--- src/rtl/theta_pkg.sv ---
// Shared types and widths for the thetaCos sweep sequencer.
package theta_pkg;

    localparam int ITER_W = 12;
    localparam int RES_W  = 34;
    localparam int COL_W  = 9;
    localparam int FRM_W  = 3;

    typedef enum logic [1:0] {
        IDLE = 2'd0,
        GAP  = 2'd1,
        REQ  = 2'd2,
        OUT  = 2'd3
    } theta_state_e;

    function automatic logic rise_edge(input logic cur, input logic prev);
        return cur & ~prev;
    endfunction

endpackage

--- src/rtl/theta_scan_cnt.sv ---
// Column/frame/index counter for the sweep; the index wraps together with the frame on the last point.
module theta_scan_cnt
    import theta_pkg::*;
#(
    parameter int FRAME_COLUMNS_P = 360,
    parameter int FRAME_NUMBER_P  = 5
) (
    input  logic              clk_i,
    input  logic              nrst_i,
    input  logic              clr_i,
    input  logic              adv_i,
    output logic [ITER_W-1:0] index_o,
    output logic [COL_W-1:0]  column_o,
    output logic [FRM_W-1:0]  frame_o,
    output logic              last_o
);

    localparam int TOTAL_POINTS_P = FRAME_COLUMNS_P * FRAME_NUMBER_P;
    localparam logic [ITER_W-1:0] LAST_IDX = ITER_W'(TOTAL_POINTS_P - 1);
    localparam logic [COL_W-1:0]  LAST_COL = COL_W'(FRAME_COLUMNS_P - 1);

    logic [ITER_W-1:0] r_index;
    logic [COL_W-1:0]  r_column;
    logic [FRM_W-1:0]  r_frame;
    logic              w_col_wrap;
    logic              w_last;

    assign w_col_wrap = (r_column == LAST_COL);
    assign w_last     = (r_index == LAST_IDX);

    // Point counters: clear wins over advance
    always_ff @(posedge clk_i or negedge nrst_i) begin
        if (!nrst_i) begin
            r_index  <= '0;
            r_column <= '0;
            r_frame  <= '0;
        end else if (clr_i) begin
            r_index  <= '0;
            r_column <= '0;
            r_frame  <= '0;
        end else if (adv_i) begin
            if (w_last) begin
                r_index  <= '0;
                r_column <= '0;
                r_frame  <= '0;
            end else begin
                r_index <= r_index + ITER_W'(1);
                if (w_col_wrap) begin
                    r_column <= '0;
                    r_frame  <= r_frame + FRM_W'(1);
                end else begin
                    r_column <= r_column + COL_W'(1);
                end
            end
        end else begin
            r_index  <= r_index;
            r_column <= r_column;
            r_frame  <= r_frame;
        end
    end

    assign index_o  = r_index;
    assign column_o = r_column;
    assign frame_o  = r_frame;
    assign last_o   = w_last;

endmodule

--- src/rtl/theta_sweep_seq.sv ---
// Sweep sequencer for the thetaCos datapath: one request in flight, tagged results out over valid/ready.
// Optional request timeout is compiled in with THETA_SWEEP_TIMEOUT_EN.
module theta_sweep_seq
    import theta_pkg::*;
#(
    parameter int FRAME_COLUMNS_P = 360,
    parameter int FRAME_NUMBER_P  = 5,
    parameter int GAP_CYCLES_P    = 2,
    parameter int TIMEOUT_P       = 4096
) (
    input  logic              clk_i,
    input  logic              nrst_i,
    input  logic              start_i,
    input  logic              abort_i,
    input  logic              continuous_i,
    output logic              theta_iteration_valid_o,
    output logic [ITER_W-1:0] theta_iteration_o,
    input  logic              thetaCos_valid_i,
    input  logic [RES_W-1:0]  thetaCos_i,
    output logic              res_valid_o,
    input  logic              res_ready_i,
    output logic [RES_W-1:0]  res_data_o,
    output logic [COL_W-1:0]  res_column_o,
    output logic [FRM_W-1:0]  res_frame_o,
    output logic              busy_o,
    output logic              done_o,
    output logic              timeout_o
);

    localparam int GAP_W = (GAP_CYCLES_P > 1) ? $clog2(GAP_CYCLES_P) : 1;
    localparam logic [GAP_W-1:0] GAP_LAST = GAP_W'(GAP_CYCLES_P - 1);

    theta_state_e      r_state;
    theta_state_e      w_next_state;
    logic [GAP_W-1:0]  r_gap_cnt;
    logic              r_valid_q;
    logic              r_req_valid;
    logic              r_res_valid;
    logic [RES_W-1:0]  r_res_data;
    logic [COL_W-1:0]  r_res_col;
    logic [FRM_W-1:0]  r_res_frm;
    logic              r_busy;
    logic              r_done;
    logic              w_edge;
    logic              w_handshake;
    logic              w_start_ok;
    logic              w_timeout_exp;
    logic              w_capture;
    logic              w_cnt_clr;
    logic              w_cnt_adv;
    logic              w_done;
    logic [ITER_W-1:0] w_index;
    logic [COL_W-1:0]  w_column;
    logic [FRM_W-1:0]  w_frame;
    logic              w_last;

    theta_scan_cnt #(
        .FRAME_COLUMNS_P (FRAME_COLUMNS_P),
        .FRAME_NUMBER_P  (FRAME_NUMBER_P)
    ) u_scan_cnt (
        .clk_i    (clk_i),
        .nrst_i   (nrst_i),
        .clr_i    (w_cnt_clr),
        .adv_i    (w_cnt_adv),
        .index_o  (w_index),
        .column_o (w_column),
        .frame_o  (w_frame),
        .last_o   (w_last)
    );

    // A level that is already high when REQ is entered must not count as a result
    assign w_edge      = rise_edge(thetaCos_valid_i, r_valid_q);
    assign w_handshake = r_res_valid & res_ready_i;
    assign w_start_ok  = (r_state == IDLE) & start_i & ~abort_i;

    // Next-state and per-cycle control decode; abort overrides everything
    always_comb begin
        w_next_state = r_state;
        w_capture    = 1'b0;
        w_cnt_clr    = 1'b0;
        w_cnt_adv    = 1'b0;
        w_done       = 1'b0;
        if (abort_i) begin
            w_next_state = IDLE;
            w_cnt_clr    = 1'b1;
        end else begin
            case (r_state)
                IDLE: begin
                    if (start_i) begin
                        w_next_state = GAP;
                        w_cnt_clr    = 1'b1;
                    end else begin
                        w_next_state = IDLE;
                    end
                end
                GAP: begin
                    if (r_gap_cnt == GAP_LAST) begin
                        w_next_state = REQ;
                    end else begin
                        w_next_state = GAP;
                    end
                end
                REQ: begin
                    if (w_edge) begin
                        w_next_state = OUT;
                        w_capture    = 1'b1;
                    end else if (w_timeout_exp) begin
                        w_next_state = IDLE;
                    end else begin
                        w_next_state = REQ;
                    end
                end
                OUT: begin
                    if (w_handshake) begin
                        w_cnt_adv = 1'b1;
                        w_done    = w_last;
                        if (w_last && !continuous_i) begin
                            w_next_state = IDLE;
                        end else begin
                            w_next_state = GAP;
                        end
                    end else begin
                        w_next_state = OUT;
                    end
                end
                default: begin
                    w_next_state = IDLE;
                end
            endcase
        end
    end

    // State, gap timer and registered control outputs
    always_ff @(posedge clk_i or negedge nrst_i) begin
        if (!nrst_i) begin
            r_state     <= IDLE;
            r_gap_cnt   <= '0;
            r_valid_q   <= 1'b0;
            r_req_valid <= 1'b0;
            r_res_valid <= 1'b0;
            r_busy      <= 1'b0;
            r_done      <= 1'b0;
        end else begin
            r_state     <= w_next_state;
            r_gap_cnt   <= (r_state == GAP) ? r_gap_cnt + GAP_W'(1) : '0;
            r_valid_q   <= thetaCos_valid_i;
            r_req_valid <= (w_next_state == REQ);
            r_res_valid <= (w_next_state == OUT);
            r_busy      <= (w_next_state != IDLE);
            r_done      <= w_done;
        end
    end

    // Result register: loaded on capture, held through backpressure, wiped by abort
    always_ff @(posedge clk_i or negedge nrst_i) begin
        if (!nrst_i) begin
            r_res_data <= '0;
            r_res_col  <= '0;
            r_res_frm  <= '0;
        end else if (abort_i) begin
            r_res_data <= '0;
            r_res_col  <= '0;
            r_res_frm  <= '0;
        end else if (w_capture) begin
            r_res_data <= thetaCos_i;
            r_res_col  <= w_column;
            r_res_frm  <= w_frame;
        end else begin
            r_res_data <= r_res_data;
            r_res_col  <= r_res_col;
            r_res_frm  <= r_res_frm;
        end
    end

`ifdef THETA_SWEEP_TIMEOUT_EN
    localparam int TO_W = (TIMEOUT_P > 1) ? $clog2(TIMEOUT_P) : 1;
    localparam logic [TO_W-1:0] TO_LAST = TO_W'(TIMEOUT_P - 1);

    logic [TO_W-1:0] r_to_cnt;
    logic            r_timeout;
    logic            w_timeout_hit;

    assign w_timeout_exp = (r_to_cnt == TO_LAST);
    assign w_timeout_hit = (r_state == REQ) & ~abort_i & ~w_edge & w_timeout_exp;

    // Cycles spent waiting in REQ, restarted on every entry
    always_ff @(posedge clk_i or negedge nrst_i) begin
        if (!nrst_i) begin
            r_to_cnt <= '0;
        end else if (r_state == REQ) begin
            r_to_cnt <= r_to_cnt + TO_W'(1);
        end else begin
            r_to_cnt <= '0;
        end
    end

    // Sticky timeout flag, cleared only by an accepted start
    always_ff @(posedge clk_i or negedge nrst_i) begin
        if (!nrst_i) begin
            r_timeout <= 1'b0;
        end else if (w_timeout_hit) begin
            r_timeout <= 1'b1;
        end else if (w_start_ok) begin
            r_timeout <= 1'b0;
        end else begin
            r_timeout <= r_timeout;
        end
    end

    assign timeout_o = r_timeout;
`else
    assign w_timeout_exp = 1'b0;
    assign timeout_o     = 1'b0;
`endif

    assign theta_iteration_valid_o = r_req_valid;
    assign theta_iteration_o       = w_index;
    assign res_valid_o             = r_res_valid;
    assign res_data_o              = r_res_data;
    assign res_column_o            = r_res_col;
    assign res_frame_o             = r_res_frm;
    assign busy_o                  = r_busy;
    assign done_o                  = r_done;

endmodule
--- config.mk ---
export PLATFORM = sky130hd
export DESIGN_NAME = theta_sweep_seq
export DESIGN_NICKNAME = d
export VERILOG_FILES = /design/src/rtl/theta_pkg.sv /design/src/rtl/theta_scan_cnt.sv /design/src/rtl/theta_sweep_seq.sv
export SDC_FILE = /design/constraint.sdc
export NUM_CORES = 1
export LEC_CHECK = 0
export CAP_MARGIN = 20
export CORE_ASPECT_RATIO = 0.6
export CORE_MARGIN = 2
export CORE_UTILIZATION = 47
export CTS_CLUSTER_DIAMETER = 80
export CTS_CLUSTER_SIZE = 40
export DETAILED_ROUTE_END_ITERATION = 10
export PLACE_DENSITY = 0.78
export REMOVE_ABC_BUFFERS = 1
export SKIP_LAST_GASP = 1
export SLEW_MARGIN = 10
export SYNTH_ARGS = -nofsm -noshare
export SYNTH_HDL_FRONTEND = slang
export SYNTH_SLANG_ARGS = --single-unit
--- constraint.sdc ---
create_clock -name clk_i -period 2.46 [get_ports clk_i]
set_clock_uncertainty 0.05 [all_clocks]
set_input_delay 0.615 -clock clk_i [delete_from_list [all_inputs] [get_ports clk_i]]
set_output_delay 0.615 -clock clk_i [all_outputs]
set_load 0.1 [all_outputs]
==> implementation parameters <==
Parameter                              Value

Global route
  Maximum number of pins on one net before global-route repair ... 48
  Routing usage on met3 ... 0.0888
  Most used routing layer in global routing ... met2
  Total track usage ... 0.228
  Met2 global-route usage ... 0.339
  Met1 Resource Use GR ... 0.324
  Wire length of the first global-routing pass ... 14.9 mm
  Number of global-route vias before repair ... 3033
  GRT overflow ... 0
  Initial antenna violation count ... 1

STA
  Rel. slew slack ... 0.622
  Max Clk Rate ... 0.475 GHz
  Final Hold Vio Count ... 0
  Clock period minus worst slack ... 2.11 ns
  Post-route clock period utilization ... 0.856
  RSZ-0062 raised after global routing ... no
  Pin slew with the least headroom to its limit ... 0.560 ns
  Number of setup violations in the final report ... 0
  Total Neg Setup Slack ... 0 ns
  Number of pins with negative max-slew slack in the final report ... 0

Floorplanning
  Starting Density ... 0.490
  Horiz. Die Dim ... 117 um
  Die area ... 0.00837 mm2
  CORE AREA ... 0.00733 mm2
  Overall die height ... 71.7 um
  Number of standard-cell rows in the floorplan ... 24
  Top Ports ... 104

Placement
  Gpl congestion ... 0.883
  Port bufs ... 102
  DPL Wire Length ... 6.46 mm
  Post-Place Cells ... 576

Critical path
  Highest fanout seen on the critical path ... 9
  Delay of the slowest cell on the worst path ... 0.56 ns
  Arrival time of data at the critical path endpoint ... 2.29 ns
  Worst reg2reg path startpoint ... u_scan_cnt.index_o[0]
  Cells traversed along the worst timing path ... clkdlybuf4s50_1 -> nand4_4 -> a311oi_2 -> buf_4 -> nand2_1 -> o21ai_0
  Cell type of the slowest stage on the worst timing path ... clkdlybuf4s50_1
  Launching element of the worst setup path ... res_ready_i
  Depth of the most critical reg-to-reg path ... 6
  Worst flop-to-flop path endpoint ... u_scan_cnt.column_o[7]
  Worst Path Class, Setup ... primary input to flip-flop
  Type of element launching the critical path ... primary input
  R2r setup slk ... 0.38 ns
  Crit. End Element ... flip-flop
  Crit path required time ... 2.64 ns

Route
  Post-route ant nets ... 0
  Average via count per standard cell ... 5.42
  Drt total wl ... 9.24 mm
  Routed wire per std cell ... 15.6 um
  Residual DRC count ... 0
  Length of the first detailed-routing pass in iterations ... 6
  Via count ... 3210
  Initial DRC count ... 248

Synth
  Cell types occupying the most area after synthesis ... dfrtp_1 (54%), nand2_1 (11%), a21oi_1 (8.1%)
  Number of enable-type register cells in the synthesized netlist ... 0
  Share of the yosys chip area belonging to registers ... 0.544
  Top cell type's share of synthesized area ... 0.544
  Count of unique library cells instantiated by Yosys ... 47
  Largest area contributor in the synthesized netlist ... dfrtp_1
  Number of instances in the synthesized netlist ... 381
  Post-synthesis register bit count ... 78
  Synth Flop Type ... dfrtp_1
  Post-synthesis async set-or-reset flop share ... 1.00
  Syn Std Cell Area ... 0.00359 mm2
  Average cell area after synthesis ... 9.42 um2
  Yosys warning count ... 0

Layout
  Area growth syn-to-layout ... 36.5%
  Proportion of layout cells with a drive suffix above 1 ... 0.215
  Commonest cells after routing, fill and taps aside ... nand2_1 (107), dfrtp_1 (78), buf_4 (75), a21oi_1 (58), clkdlybuf4s50_1 (38)
  Commonest non-fill, non-tap cell in the layout ... nand2_1
  Final non-filler cell total ... 592
  Number of fill cells in the layout ... 627
  Net count reported at finish ... 527
  Antenna cell count ... 0

Run status
  Outcome ... finished, final reports clean

Clocking
  TritonCTS clock tree ... yes
  Clock latency on the worst-skew pair ... 0.33 ns
  H-tree depth ... 3
  Post-CTS Setup Bufs ... 0
  Number of CTS-inserted buffers ... 9
  Post-cts resize count ... 0
  Clock input transition at the sequential cells of the worst setup and hold paths ... 0.06 ns
  Cell chosen for the clock root ... clkbuf_16
  Maximum number of buffers from clock root to sink ... 2
  Post-CTS Hold Buffers ... 0
  Sinks on Clock Net ... 78

Pwr
  Reported net switching power ... 0.704 mW
  Share of total power in sequential cells ... 0.449
  Worst vdd rail ir drop ... 298 uV
  Switching portion of total power ... 0.241
  Logic pwr share ... 0.095
  Leakage component of the power ... 2.19 nW
  P_int ... 2.22 mW
  Proportion of power drawn by the clock network ... 0.456
  Areal power density over the cells ... 597 mW/mm2

Min path
  Worst hold path class ... primary input to async pin

Flow run
  Number of max-cap violations ... 0
-- per-stage QoR --
stage,power [mW],setup WS [ns],hold WS [ns],utilization,instance area [um2]
after floorplan,1.46,-0.219,0.269,-,3480
after global placement,1.61,0.111,0.460,0.627,4600
after detailed placement,1.61,0.0456,0.462,0.627,4600
after CTS,2.95,0.358,0.185,0.668,4900
after global routing,3.03,0.270,0.186,0.668,4900
final,2.92,0.353,0.166,0.668,4900
-- sequential cells by signal, summed over array words and instances, names as in the netlist, 2 cells and up --
signal	cells
res_frame_o	3
r_state	2
res_data_o	34
u_scan_cnt.column_o	9
u_scan_cnt.frame_o	3
u_scan_cnt.index_o	12
res_column_o	9
-- per-layer routing --
metal,share of wire,wire (um)
met3,0.10,947
met2,0.43,4010
met1,0.45,4200
met4,0.0067,62
met5,0.0014,13
-- worst max-delay path by stage --
stage,endpoint,slack [ns],depth (start not counted)
6_report,u_scan_cnt.column_o[7],0.35,6
5_1_grt,u_scan_cnt.column_o[7],0.27,6
4_1_cts,u_scan_cnt.column_o[7],0.36,6
3_5_place_dp,u_scan_cnt.index_o[10],0.05,5
3_3_place_gp,u_scan_cnt.index_o[10],0.11,5
2_1_floorplan,u_scan_cnt.column_o[8],-0.22,5
-- cell families (layout without fill, tap and decap cells) --
logic type,after synthesis,in the layout,synth area share
AO/OA/AOI/OAI,95,95,0.165
XOR/XNOR,4,4,0.00977
adder cells (fa/ha/maj),3,3,0.0105
buffers and inverters,30,137,0.0359
flip-flops,78,78,0.544
multiplexers,1,1,0.00314
other,1,1,0.00105
AND/OR/NAND/NOR,169,169,0.231
-- power by group through the flow --
stage                     registers [mW]  logic, mW  clock network, mW
after global placement              1.33      0.276                  0
after global routing                1.31      0.299               1.42
after CTS                           1.31      0.281               1.35
after floorplan                     1.39     0.0698                  0
after detailed placement            1.34      0.279                  0
final                               1.31      0.279               1.33
-- final cells by class --
cell class                 count  area (um2)  share of cell area
clock buffer                  11         243              0.0496
clock inverter                 5        58.8              0.0120
inverter                       5        18.8             0.00383
multi-input combinational    273        1510               0.308
sequential                    78        1950               0.399
tap                          104         130              0.0266
timing repair buffer         116         988               0.202
-- Yosys cell counts (3+ instances only) --
cell type	instances
dfrtp_1	78
xnor2_1	4
ha_1	3
nand2_1	107
inv_1	5
buf_2	9
a21oi_1	58
nand3_1	14
a31oi_1	8
and3_1	6
o21ai_0	6
nand2b_1	5
o31ai_1	3
a22o_1	5
clkbuf_1	14
nor2_1	9
and2_1	4
nor3_1	4
and4_1	3
-- worst max-delay path, delay by kind of cell --
family / cells / cell delay [ns]
buffers and inverters: 2 / 0.79
AND/OR/NAND/NOR: 2 / 0.26
AO/OA/AOI/OAI: 2 / 0.62
Note: power is estimated with default switching activity, not from simulation.
